$ cat src/rtl/conv_pkg.sv
// Shared definitions for the convolution datapath: width helpers used by
// adder_tree and the row accumulator, plus the accumulator state encoding.
package conv_pkg;

   typedef enum logic {
      ACCUM = 1'b0,
      HOLD  = 1'b1
   } acc_state_t;

   // Width of one kernel-row sum coming out of adder_tree.
   function automatic int in_width(input int data_w, input int weight_w, input int kernel);
      return data_w + weight_w + kernel;
   endfunction

   // Width that holds KERNEL_SIZE full-scale row sums without overflow.
   function automatic int acc_width(input int data_w, input int weight_w, input int kernel);
      return in_width(data_w, weight_w, kernel) + $clog2(kernel);
   endfunction

endpackage

$ cat src/rtl/conv_row_accumulator_if.sv
// Row-sum input and window-result output handshakes of conv_row_accumulator.
// The master side is the upstream/consumer environment, the slave side is the block.
interface conv_row_accumulator_if
   import conv_pkg::*;
#(
   parameter int IN_WIDTH  = in_width(8, 8, 3),
   parameter int ACC_WIDTH = acc_width(8, 8, 3),
   parameter int OUT_WIDTH = 8
);
   logic                 acc_clear;
   logic                 acc_valid_in;
   logic                 acc_ready_in;
   logic [IN_WIDTH-1:0]  acc_dataIn;
   logic                 acc_valid_out;
   logic                 acc_ready_out;
   logic [ACC_WIDTH-1:0] acc_rawOut;
   logic [OUT_WIDTH-1:0] acc_dataOut;
   logic                 acc_sat;

   modport master (
      output acc_clear, acc_valid_in, acc_dataIn, acc_ready_out,
      input  acc_ready_in, acc_valid_out, acc_rawOut, acc_dataOut, acc_sat
   );

   modport slave (
      input  acc_clear, acc_valid_in, acc_dataIn, acc_ready_out,
      output acc_ready_in, acc_valid_out, acc_rawOut, acc_dataOut, acc_sat
   );
endinterface

$ cat src/rtl/conv_requant.sv
// Combinational requantiser: right shift, then unsigned saturation to OUT_WIDTH.
// Shared by every output stage that narrows a full-precision sum.
module conv_requant #(
   parameter int ACC_WIDTH = 21,
   parameter int OUT_SHIFT = 8,
   parameter int OUT_WIDTH = 8
) (
   input  logic [ACC_WIDTH-1:0] raw,
   output logic [OUT_WIDTH-1:0] dataOut,
   output logic                 sat
);
   logic [ACC_WIDTH-1:0] q;

   assign q = raw >> OUT_SHIFT;

   generate
      if (OUT_WIDTH >= ACC_WIDTH) begin : g_wide
         assign sat     = 1'b0;
         assign dataOut = OUT_WIDTH'(q);
      end else begin : g_narrow
         // Any set bit above the output range means the value does not fit.
         assign sat     = |q[ACC_WIDTH-1:OUT_WIDTH];
         assign dataOut = sat ? {OUT_WIDTH{1'b1}} : q[OUT_WIDTH-1:0];
      end
   endgenerate
endmodule

$ cat src/rtl/conv_row_accumulator.sv
// Accumulates KERNEL_SIZE adder_tree row sums into one window result and
// presents it, requantised, on a backpressured valid/ready output register.
module conv_row_accumulator
   import conv_pkg::*;
#(
   parameter int KERNEL_SIZE  = 3,
   parameter int DATA_WIDTH   = 8,
   parameter int WEIGHT_WIDTH = 8,
   parameter int OUT_SHIFT    = 8,
   parameter int OUT_WIDTH    = 8
) (
   input logic                   clk,
   input logic                   rstn,
   conv_row_accumulator_if.slave acc
);
   localparam int IN_WIDTH  = in_width(DATA_WIDTH, WEIGHT_WIDTH, KERNEL_SIZE);
   localparam int ACC_WIDTH = acc_width(DATA_WIDTH, WEIGHT_WIDTH, KERNEL_SIZE);
   localparam int CNT_W     = (KERNEL_SIZE > 1) ? $clog2(KERNEL_SIZE) : 1;
   localparam logic [CNT_W-1:0] LAST_ROW = CNT_W'(KERNEL_SIZE - 1);

   acc_state_t           state_reg, state_next;
   logic [CNT_W-1:0]     cnt_reg, cnt_next;
   logic [ACC_WIDTH-1:0] acc_reg, acc_next;
   logic                 valid_reg, valid_next;
   logic [ACC_WIDTH-1:0] raw_reg, raw_next;
   logic [OUT_WIDTH-1:0] dout_reg, dout_next;
   logic                 sat_reg, sat_next;

   logic                 ready_in;
   logic                 beat;
   logic                 handshake;
   logic [ACC_WIDTH-1:0] row_sum;
   logic [OUT_WIDTH-1:0] q_data;
   logic                 q_sat;

   assign ready_in  = (state_reg == ACCUM) ? 1'b1 : acc.acc_ready_out;
   assign beat      = acc.acc_valid_in && ready_in;
   assign handshake = (state_reg == HOLD) && valid_reg && acc.acc_ready_out;
   // The counter sits at 0 in HOLD, so a beat taken there starts a fresh window.
   assign row_sum   = (cnt_reg == '0) ? ACC_WIDTH'(acc.acc_dataIn)
                                      : acc_reg + ACC_WIDTH'(acc.acc_dataIn);

   conv_requant #(
      .ACC_WIDTH(ACC_WIDTH),
      .OUT_SHIFT(OUT_SHIFT),
      .OUT_WIDTH(OUT_WIDTH)
   ) u_requant (
      .raw    (row_sum),
      .dataOut(q_data),
      .sat    (q_sat)
   );

   always_ff @(posedge clk or negedge rstn) begin
      if (!rstn) begin
         state_reg <= ACCUM;
         cnt_reg   <= '0;
         acc_reg   <= '0;
         valid_reg <= 1'b0;
         raw_reg   <= '0;
         dout_reg  <= '0;
         sat_reg   <= 1'b0;
      end else begin
         state_reg <= state_next;
         cnt_reg   <= cnt_next;
         acc_reg   <= acc_next;
         valid_reg <= valid_next;
         raw_reg   <= raw_next;
         dout_reg  <= dout_next;
         sat_reg   <= sat_next;
      end
   end

   always_comb begin
      state_next = state_reg;
      cnt_next   = cnt_reg;
      acc_next   = acc_reg;
      valid_next = valid_reg;
      raw_next   = raw_reg;
      dout_next  = dout_reg;
      sat_next   = sat_reg;

      if (acc.acc_clear) begin
         state_next = ACCUM;
         cnt_next   = '0;
         acc_next   = '0;
         valid_next = 1'b0;
         raw_next   = '0;
         dout_next  = '0;
         sat_next   = 1'b0;
      end else begin
         if (handshake) begin
            valid_next = 1'b0;
            state_next = ACCUM;
         end
         if (beat) begin
            acc_next = row_sum;
            if (cnt_reg == LAST_ROW) begin
               // Last row overrides the handshake so KERNEL_SIZE==1 can stream.
               cnt_next   = '0;
               raw_next   = row_sum;
               dout_next  = q_data;
               sat_next   = q_sat;
               valid_next = 1'b1;
               state_next = HOLD;
            end else begin
               cnt_next = cnt_reg + CNT_W'(1);
            end
         end
      end
   end

   assign acc.acc_ready_in  = ready_in;
   assign acc.acc_valid_out = valid_reg;
   assign acc.acc_rawOut    = raw_reg;
   assign acc.acc_dataOut   = dout_reg;
   assign acc.acc_sat       = sat_reg;
endmodule
$ cat src/flat_wrapper.sv
// flat-port wrapper written by rule: the top's interface ports become plain ports
module conv_row_accumulator_flat import conv_pkg::*;
#(
   parameter int KERNEL_SIZE  = 3,
   parameter int DATA_WIDTH   = 8,
   parameter int WEIGHT_WIDTH = 8,
   parameter int OUT_SHIFT    = 8,
   parameter int OUT_WIDTH    = 8
)
  (clk, rstn, acc_acc_clear, acc_acc_valid_in, acc_acc_dataIn, acc_acc_ready_out, acc_acc_ready_in, acc_acc_valid_out, acc_acc_rawOut, acc_acc_dataOut, acc_acc_sat);
  conv_row_accumulator_if #(.OUT_WIDTH(OUT_WIDTH)) acc_i ();
  input logic clk;
  input logic rstn;
  input wire logic [$bits(acc_i.acc_clear)-1:0] acc_acc_clear;
  input wire logic [$bits(acc_i.acc_valid_in)-1:0] acc_acc_valid_in;
  input wire logic [$bits(acc_i.acc_dataIn)-1:0] acc_acc_dataIn;
  input wire logic [$bits(acc_i.acc_ready_out)-1:0] acc_acc_ready_out;
  output wire logic [$bits(acc_i.acc_ready_in)-1:0] acc_acc_ready_in;
  output wire logic [$bits(acc_i.acc_valid_out)-1:0] acc_acc_valid_out;
  output wire logic [$bits(acc_i.acc_rawOut)-1:0] acc_acc_rawOut;
  output wire logic [$bits(acc_i.acc_dataOut)-1:0] acc_acc_dataOut;
  output wire logic [$bits(acc_i.acc_sat)-1:0] acc_acc_sat;
  assign acc_i.acc_clear = acc_acc_clear;
  assign acc_i.acc_valid_in = acc_acc_valid_in;
  assign acc_i.acc_dataIn = acc_acc_dataIn;
  assign acc_i.acc_ready_out = acc_acc_ready_out;
  assign acc_acc_ready_in = acc_i.acc_ready_in;
  assign acc_acc_valid_out = acc_i.acc_valid_out;
  assign acc_acc_rawOut = acc_i.acc_rawOut;
  assign acc_acc_dataOut = acc_i.acc_dataOut;
  assign acc_acc_sat = acc_i.acc_sat;
  conv_row_accumulator #(.KERNEL_SIZE(KERNEL_SIZE), .DATA_WIDTH(DATA_WIDTH), .WEIGHT_WIDTH(WEIGHT_WIDTH), .OUT_SHIFT(OUT_SHIFT), .OUT_WIDTH(OUT_WIDTH)) u_core (.clk(clk), .rstn(rstn), .acc(acc_i));
endmodule
$ cat config.mk
export PLATFORM = sky130hd
export DESIGN_NAME = conv_row_accumulator_flat
export DESIGN_NICKNAME = d
export VERILOG_FILES = /design/src/rtl/conv_pkg.sv /design/src/rtl/conv_row_accumulator_if.sv /design/src/rtl/conv_requant.sv /design/src/rtl/conv_row_accumulator.sv /design/src/flat_wrapper.sv
export SDC_FILE = /design/constraint.sdc
export NUM_CORES = 1
export LEC_CHECK = 0
export ABC_AREA = 0
export BUFFER_PORTS_ARGS = -buffer_cell sky130_fd_sc_hd__buf_4
export CAP_MARGIN = 20
export CORE_UTILIZATION = 40
export CTS_CLUSTER_SIZE = 24
export DETAILED_ROUTE_END_ITERATION = 16
export GPL_TIMING_DRIVEN = 1
export SYNTH_ARGS = -nofsm -noshare
export SYNTH_HDL_FRONTEND = slang
export SYNTH_HIERARCHICAL = 1
export SYNTH_SLANG_ARGS = --single-unit
$ cat constraint.sdc
create_clock -name clk -period 5.3 [get_ports clk]
set_input_delay 0.795 -clock clk [delete_from_list [all_inputs] [get_ports clk]]
set_output_delay 0.795 -clock clk [all_outputs]
set_load 0.02 [all_outputs]
==> results of run 1 <==
-- critical path, delay by kind of cell --
| family | cells | cell delay, ns |
|---|---|---|
| AND/OR/NAND/NOR | 5 | 1.05 |
| AO/OA/AOI/OAI | 4 | 0.94 |
| adder cells (fa/ha/maj) | 2 | 0.58 |
| XOR/XNOR | 1 | 0.19 |
| buffers and inverters | 2 | 0.15 |
-- metal layers --
layer | up-vias | global-route usage, %
met3 | 9 | 2.89
met1 | 1527 | 27.7
li1 | 1531 | -
met4 | 0 | 5.40
met2 | 69 | 33.4
met5 | - | 0
-- final cells by class --
type | count | area share, %
tap | 108 | 3.27
timing repair buffer | 58 | 10.5
clock buffer | 5 | 1.67
sequential | 55 | 33.3
inverter | 10 | 0.909
multi-input combinational | 311 | 49.9
clock inverter | 3 | 0.364
-- worst paths after layout --
check | start | endpoint | slack (ns) | cells after the start
max | acc_acc_dataIn[0] | u_core/acc.acc_dataOut[6] | 1.86 | 14
min | u_core/acc.acc_rawOut[3] | u_core/acc.acc_rawOut[3] | 0.50 | 2
max reg2reg | u_core/acc_reg[0] | u_core/acc.acc_dataOut[6] | 2.06 | 13
min reg2reg | u_core/acc.acc_rawOut[3] | u_core/acc.acc_rawOut[3] | 0.50 | 2
max in group asynchronous | rstn | u_core/cnt_reg[0] | 4.31 | 1
min in group asynchronous | rstn | u_core/acc.acc_sat | 0.53 | 1
-- layout by cell type, fill, tap and decap left out, types with 6 or more instances in the layout --
cell type	instances
a21oi_1	29
xnor2_1	6
dfrtp_1	55
buf_4	58
a22o_1	23
o21ai_0	26
xor2_1	10
nand3_1	20
nand2_1	39
inv_1	10
ha_1	19
nor2_1	38
nor3_1	13
-- through the flow --
stage / area (um2) / total power [uW] / worst slack [ns] / hold WS, ns / instances
CTS: 4130 / 1030 / 1.85 / 0.503 / 550
global placement: 4040 / 787 / 1.66 / 0.470 / 542
global route: 4130 / 1080 / 1.68 / 0.533 / 550
finish: 4130 / 1020 / 1.86 / 0.497 / 550
detailed placement: 4040 / 792 / 1.51 / 0.479 / 542
floorplan: 3590 / 700 / 2.01 / 0.499 / 403
-- where the power goes --
| group | internal (uW) | switching, uW | leakage, uW |
|---|---|---|---|
| registers | 439 | 12.0 | 0.000748 |
| logic | 126 | 207 | 0.00119 |
| clock network | 91.1 | 142 | 0.0000477 |
| total | 656 | 361 | 0.00198 |
==> out/metrics.csv, run 1 <==
metric,value,unit
Initial Util,41.2,%
slowest cell delay on critical path,0.47,ns
max_slew headroom,31.2,%
post-CTS sizing,0,
floorplan row count,34,
Yosys warning total,6,
leakage,0.00198,uW
CTS root buf,clkbuf_8,
overall routing resource usage,20.2,%
vias in the first global route,3096,
# setup viols final,0,
routed len/inst,16.9,um
"Slew Viols, Final",0,
initial antenna violation count,0,
GR Overflow Total,0,
Setup TNS,0,ns
Die X,96.8,um
CTS Buf Count,5,
RSZ-0062 raised after global routing,no,
full die area,9360,um2
area of the multi-input gates,2060,um2
worst skew pair latency,0.31,ns
arrival time at the worst endpoint,3.70,ns
clock-pin slew on the worst setup and hold paths,0.10,ns
# IOs,56,
Fin. Hold Viols,0,
crit path capture type,flop,
die height,96.8,um
Register Area,1380,um2
crit path max fanout,9,
postcts setup bufs,0,
DRT Pass-1 Iters,5,
first-pass GRT wire length,15.3,mm
critical path's most frequent cell,nor2_1,
Netlist Area Pre-Place,3590,um2
"critical path, cell by cell","buf_4, ha_1, inv_1, fa_1, nand4b_2, a31oi_4, nor2_2, o311ai_4, a31oi_2, xor2_1, nor2_1, nor2_1, nand3_1, a22o_1",
final setup skew,0.00623,ns
max layer used,met4,
P per Cell Area,247,nW/um2
layout cells sized above 1,20.8,%
CP Class,in2reg,
Syn Inst Count,403,
CTS tree,yes,
"Net Count, Synth",447,
drt via density,5.70,
antenna cells,0,
clock buffer depth,2,
post-DP HPWL,6.42,mm
Startpoint Class,primary input,
slowest stage cell on the critical path,nor2_1,
Port Buffers,55,
Fill cells,844,
Max IR drop VDD,0.104,mV
HP Class,reg2reg,
status,"complete, no violations",
initial drt markers,190,
Max Fclk,291,MHz
post-layout min period,3.44,ns
total of max-cap violations,0,
routed wl met2,4.32,mm
"Period Utilization, post-route",64.9,%
Post-DRT Antenna Nets,0,
Final nets,485,
Critical Path RT,5.56,ns
Sink Count,55,
core region area,8720,um2
vias post-DR,3136,
met1 wire length,4.50,mm
H-tree levels,2,
hold_buf cts,0,
fin util,47.3,%
Avg Inst Size Synth,8.91,um2
drt total wl,9.27,mm
# DRC,0,
GP Congestion,0.867,
Area Growth Syn to Fin,14.9,%
met3 WL,329,um
largest net degree at the start of global routing,56,
Slew @ Worst Pin,1.03,ns
Note: power is estimated with default switching activity, not from simulation.
==> inputs of run 2 (changes only) <==
--- a/config.mk
+++ b/config.mk
@@ -5,7 +5,7 @@
 export SDC_FILE = /design/constraint.sdc
 export NUM_CORES = 1
 export LEC_CHECK = 0
-export ABC_AREA = 0
+export ABC_AREA = 1
 export BUFFER_PORTS_ARGS = -buffer_cell sky130_fd_sc_hd__buf_4
 export CAP_MARGIN = 20
 export CORE_UTILIZATION = 40
==> constraint.sdc (replaced) <==
create_clock -name clk -period 3.6 [get_ports clk]
set_input_delay 0.54 -clock clk [delete_from_list [all_inputs] [get_ports clk]]
set_output_delay 0.54 -clock clk [all_outputs]
set_load 0.02 [all_outputs]
==> run 2 against run 1 <==
Compared with the run above:
- area after synthesis up 8.7%
- clock-buffer cell count up 1
- global-route usage up 2.2 points
- die area up 8.5%
- first-iteration DRC count up 8.9%
- sequential share of layout area down 2.8 points
- critical path type is now reg2reg
- critical path depth up 3
- combinational power up 110%
- register-to-register slack worse by 1.1 ns
- non-clock buffer count up 1
- wire length up 14%
==> out/metrics.csv, run 2 <==
metric,value,unit,change
Hold WS,0.270,ns,-0.227 ns
total of max-cap violations,0,,unchanged
HP Class,in2async,,
internal power,1080,uW,+65%
Critical path origin,u_core/acc_reg[0],,
final setup skew,0.00909,ns,+0.00286 ns
Die X,101,um,+4.2%
postcts setup bufs,0,,unchanged
Fin. Hold Viols,0,,unchanged
Final nets,664,,+37%
crit path max fanout,9,,unchanged
R2R depth,17,,+4
routed len/inst,14.1,um,-16%
Area Growth Syn to Fin,15.3,%,
drt via density,5.02,,-12%
Post-DRT Antenna Nets,0,,unchanged
clock buffer depth,2,,unchanged
Setup TNS,0,ns,unchanged
pre-CTS setup slack,0.725,ns,-0.789 ns
DRT Pass-1 Iters,4,,-1
post-CTS sizing,0,,unchanged
"most common cell after layout, fill and taps aside",nand2_1,,
Port Buffers,55,,unchanged
global-route met2 utilization,38.9,%,+5.5 points
grt peak-use layer,met2,,
Critical Path RT,3.82,ns,-1.74 ns
Syn Inst Count,572,,+42%
Netlist Area Pre-Place,3900,um2,+8.7%
CTS Buf Count,5,,unchanged
CTS tree,yes,,
"leading cell types in the layout, fill and taps excluded","nand2_1, inv_1, buf_4",,
CTS root buf,clkbuf_8,,
met3 usage,3.19,%,+0.30 points
"Slew Viols, Final",0,,unchanged
# IOs,56,,unchanged
GR Util met1,30.1,%,+2.4 points
drt total wl,10.6,mm,+14%
"Period Utilization, post-route",72.4,%,
arrival time at the worst endpoint,2.82,ns,-0.88 ns
post-DP HPWL,7.95,mm,+24%
leakage,0.00248,uW,+25%
# setup viols final,0,,unchanged
max_slew headroom,51.7,%,+21 points
GP Congestion,0.883,,+1.8%
power share of the combinational group,38.7,%,+5.9 points
H-tree levels,2,,unchanged
Initial Util,41.9,%,+0.67 points
largest net degree at the start of global routing,56,,unchanged
GR Overflow Total,0,,unchanged
Yosys warning total,6,,unchanged
Max IR drop VDD,0.197,mV,+89%
Avg Inst Size Synth,6.83,um2,-23%
overall routing resource usage,22.5,%,+2.2 points
Sink Count,55,,unchanged
layout cells sized above 1,16.1,%,-4.7 points
NetSw,710,uW,+97%
Fill cells,974,,+15%
CP Class,reg2reg,,
hold_buf cts,0,,unchanged
antenna cells,0,,unchanged
first-pass GRT wire length,17.9,mm,+17%
Clk pwr share,21.0,%,-1.9 points
vias post-DR,3767,,+20%
RSZ-0062 raised after global routing,no,,
initial antenna violation count,0,,unchanged
part of the power in registers,40.2,%,-4.1 points
vias in the first global route,3721,,+20%
initial drt markers,207,,+8.9%
Startpoint Class,flop,,
full die area,10200,um2,+8.5%
post-layout min period,2.61,ns,
crit path capture type,flop,,
core region area,9330,um2,+7.0%
"Net Count, Synth",616,,+38%
FF-to-FF Start,u_core/acc_reg[0],,
clock-pin slew on the worst setup and hold paths,0.11,ns,about the same
worst skew pair latency,0.31,ns,about the same
status,"complete, no violations",,
Max Fclk,384,MHz,
Sw Share,39.6,%,+4.1 points
Slew @ Worst Pin,0.724,ns,-0.308 ns
P per Cell Area,398,nW/um2,+61%
die height,101,um,+4.2%
# DRC,0,,unchanged
final worst slack,0.995,ns,-0.864 ns
floorplan row count,35,,+2.9%
## run 2: final cells by class
type / instances / area (um2) / share of cell area [%]
Clock buffer: 6 / 82.6 / 1.83
Timing Repair Buffer: 59 / 443 / 9.84
Inverter: 66 / 248 / 5.50
Multi-Input combinational cell: 433 / 2180 / 48.3
Sequential cell: 55 / 1380 / 30.6
Clock inverter: 2 / 16.3 / 0.361
Tap cell: 129 / 161 / 3.58
## run 2: critical path, cell delays in order (launching register included)
cell and delay [ns]:
dfrtp_1 0.37, ha_1 0.24, inv_1 0.07, fa_1 0.41, inv_1 0.09, nand3_1 0.08
nand3_2 0.14, nand2_1 0.08, nand2_2 0.09, nand2_1 0.08, nand2_1 0.07, nand2_1 0.05
nand2_1 0.07, a21boi_0 0.13, nor2_4 0.24, nand4_1 0.12, nand3_1 0.10, nand2_1 0.06
## run 2: routing by layer
metal  routed length [um]  share of wire (%)
met1                 4950                 47
met5                    0                  0
met3                  489                4.6
met4                   79               0.75
met2                 5050                 48
## run 2: final timing paths
path / to / slack [ns]
worst max register to register: u_core/acc.acc_dataOut[2] / 0.99
min in group clk: u_core/state_reg / 0.42
max in group asynchronous: u_core/acc_reg[3] / 2.84
worst min register to register: u_core/acc.acc_dataOut[1] / 0.48
worst max-delay path: u_core/acc.acc_dataOut[2] / 0.99
worst min-delay path: u_core/acc_reg[18] / 0.27
## run 2: power groups by stage
stage | Combinational [uW] | Clock, uW | Sequential (uW)
after floorplan | 449 | 0 | 763
after global placement | 688 | 0 | 732
after detailed placement | 692 | 0 | 734
after CTS | 695 | 389 | 722
after global routing | 785 | 416 | 729
final | 694 | 377 | 721
## run 2: per-stage QoR
step           area (um2)  utilization (%)  cells  power, uW
2_1_floorplan        3910                -    572       1210
3_3_place_gp         4400             47.2    742       1420
3_5_place_dp         4400             47.2    742       1430
4_1_cts              4500             48.3    750       1810
5_1_grt              4500             48.3    750       1930
6_report             4500             48.3    750       1790
==> inputs of run 3 (changes only) <==
==> constraint.sdc (replaced) <==
create_clock -name clk -period 2.6 [get_ports clk]
set_input_delay 0.39 -clock clk [delete_from_list [all_inputs] [get_ports clk]]
set_output_delay 0.39 -clock clk [all_outputs]
set_load 0.02 [all_outputs]
==> run 3 against run 2 <==
Compared with the run above:
- core utilization rose by 1.3 points
- sequential share of layout area down 0.79 points
- first-iteration DRC count is 23% lower
- worst hold slack got worse by 0.15 ns
- highest routed layer unchanged
- flip-flop and latch count unchanged
- total power rose by 42%
- cell count increased by 1.6%
- maximum frequency is 7.9% higher
- sequential power is 38% higher
- wire length rose by 3.8%
- global-route usage about the same
==> out/metrics.csv, run 3 (same netlist as run 2, synthesis figures left out) <==
metric,value,unit,change
status,"complete, no violations",,
clock-pin slew on the worst setup and hold paths,0.10,ns,about the same
reg2reg setup slack,0.19,ns,-0.81 ns
hold_buf cts,0,,unchanged
drt via density,5.00,,-0.37%
full die area,10200,um2,unchanged
Power Total,2540,uW,+42%
P per Cell Area,549,nW/um2,+38%
CTS tree,yes,,
# IOs,56,,unchanged
Max Fclk,414,MHz,+7.9%
Die X,101,um,unchanged
# setup viols final,0,,unchanged
FF-to-FF Start,u_core/acc_reg[8],,
floorplan row count,35,,unchanged
slowest stage cell on the critical path,dfrtp_1,,
routed len/inst,14.4,um,+2.2%
CTS root buf,clkbuf_8,,
Initial Util,41.9,%,unchanged
overall routing resource usage,22.4,%,about the same
Post-DRT Antenna Nets,0,,unchanged
Startpoint Class,flop,,
Slew @ Worst Pin,0.723,ns,-0.00118 ns
Worst R2R End,u_core/acc.acc_dataOut[5],,
arrival time at the worst endpoint,2.62,ns,-0.20 ns
GP Congestion,0.878,,-0.49%
crit path capture type,flop,,
final setup skew,0.0101,ns,+0.00106 ns
core region area,9330,um2,unchanged
post-layout min period,2.41,ns,-0.191 ns
die height,101,um,unchanged
first-pass GRT wire length,18.0,mm,+0.42%
pre-CTS setup slack,-0.0819,ns,-0.807 ns
Max IR drop VDD,0.299,mV,+52%
drt total wl,11.0,mm,+3.8%
"most common cell after layout, fill and taps aside",nand2_1,,
# DRC,0,,unchanged
crit path max fanout,5,,-4
leakage,0.00254,uW,+2.5%
final worst slack,0.186,ns,-0.809 ns
RSZ-0062 raised after global routing,no,,
Setup TNS,0,ns,unchanged
initial drt markers,160,,-23%
"Slew Viols, Final",0,,unchanged
CTS Buf Count,5,,unchanged
max_slew headroom,51.8,%,+0.079 points
vias post-DR,3813,,+1.2%
Port Buffers,55,,unchanged
"critical path, cell by cell","ha_1, nand2_1, nor2_1, nand3_1, nand3_2, nand2_1, nand3_1, nand3_1, and2_2, nor2_4, nand4_1, nand3_1, nand2_1",,
antenna cells,0,,unchanged
Critical Path RT,2.81,ns,-1.01 ns
Fin. Hold Viols,0,,unchanged
total of max-cap violations,0,,unchanged
clock buffer depth,2,,unchanged
DRT Pass-1 Iters,4,,unchanged
post-route cell area,4620,um2,+2.6%
"Period Utilization, post-route",92.9,%,+20 points
Post-DP Area,4470,um2,+1.5%
GR Overflow Total,0,,unchanged
Final nets,676,,+1.8%
layout cells sized above 1,19.1,%,+3.0 points
CP Class,reg2reg,,
critical path's most frequent cell,nand3_1,,
Area Growth Syn to Fin,18.4,%,
largest net degree at the start of global routing,56,,unchanged
vias in the first global route,3691,,-0.81%
slowest cell delay on critical path,0.41,ns,about the same
initial antenna violation count,0,,unchanged
Sink Count,55,,unchanged
worst skew pair latency,0.32,ns,about the same
H-tree levels,2,,unchanged
"leading cell types in the layout, fill and taps excluded","nand2_1, buf_4, inv_1",,
HP Class,in2async,,
R2R depth,13,,-4
post-DP HPWL,8.28,mm,+4.2%
[run 3: power by group]
group | internal, uW | leakage, uW | switching [uW]
clock network | 194 | 0.0000485 | 315
logic | 381 | 0.00176 | 651
registers | 941 | 0.000729 | 56.5
total | 1520 | 0.00254 | 1020
[run 3: worst max-delay path, delay by kind of cell, from the launching register on]
family | cells | cell delay, ns
flops | 1 | 0.41
fa+ha+maj | 1 | 0.35
simple gates | 12 | 1.54
[run 3: through the flow]
step / hold WS [ns] / util (%) / instances
after floorplan: 0.0944 / - / 572
after global placement: 0.464 / 47.9 / 751
after detailed placement: 0.467 / 47.9 / 751
after CTS: 0.149 / 48.9 / 759
after global routing: 0.183 / 49.6 / 762
final: 0.119 / 49.6 / 762
[run 3: worst max path at each step]
stage / cells past startpoint / to / startpoint / slack, ns
final: 13 / u_core/acc.acc_dataOut[5] / u_core/acc_reg[8] / 0.19
after global routing: 13 / u_core/acc.acc_dataOut[2] / u_core/acc_reg[8] / 0.001
after CTS: 14 / u_core/acc.acc_dataOut[5] / u_core/acc_reg[0] / 0.02
after detailed placement: 15 / u_core/acc.acc_dataOut[5] / acc_acc_dataIn[0] / -0.08
after global placement: 15 / u_core/acc.acc_dataOut[6] / acc_acc_dataIn[9] / -0.05
after floorplan: 17 / u_core/acc.acc_dataOut[0] / acc_acc_dataIn[0] / 0.39
[run 3: final cells by class]
| type | count | area (um2) |
|---|---|---|
| fillers | 960 | 4710 |
| repair buffers | 69 | 518 |
| clock inverters | 3 | 22.5 |
| well taps | 129 | 161 |
| clock buffers | 5 | 68.8 |
| multi-input cells | 435 | 2230 |
| flip-flops and latches | 55 | 1380 |
| inverters | 66 | 248 |
[run 3: per-layer routing]
layer  global-route usage [%]  up-vias  routed length (um)
met2                     38.8       80                5290
li1                         -     1964                   -
met4                     5.13        0                 110
met3                     3.12        9                 402
met1                     29.7     1760                5170
met5                        0        -                   0
[run 3: timing repair]
| item | in CTS | in global routing |
|---|---|---|
| endpoints found under the setup margin | 0 | 9 |
| buffers inserted | 0 | 1 |
| resized for setup | 0 | 12 |
| endpoints found under the hold margin | 0 | 0 |
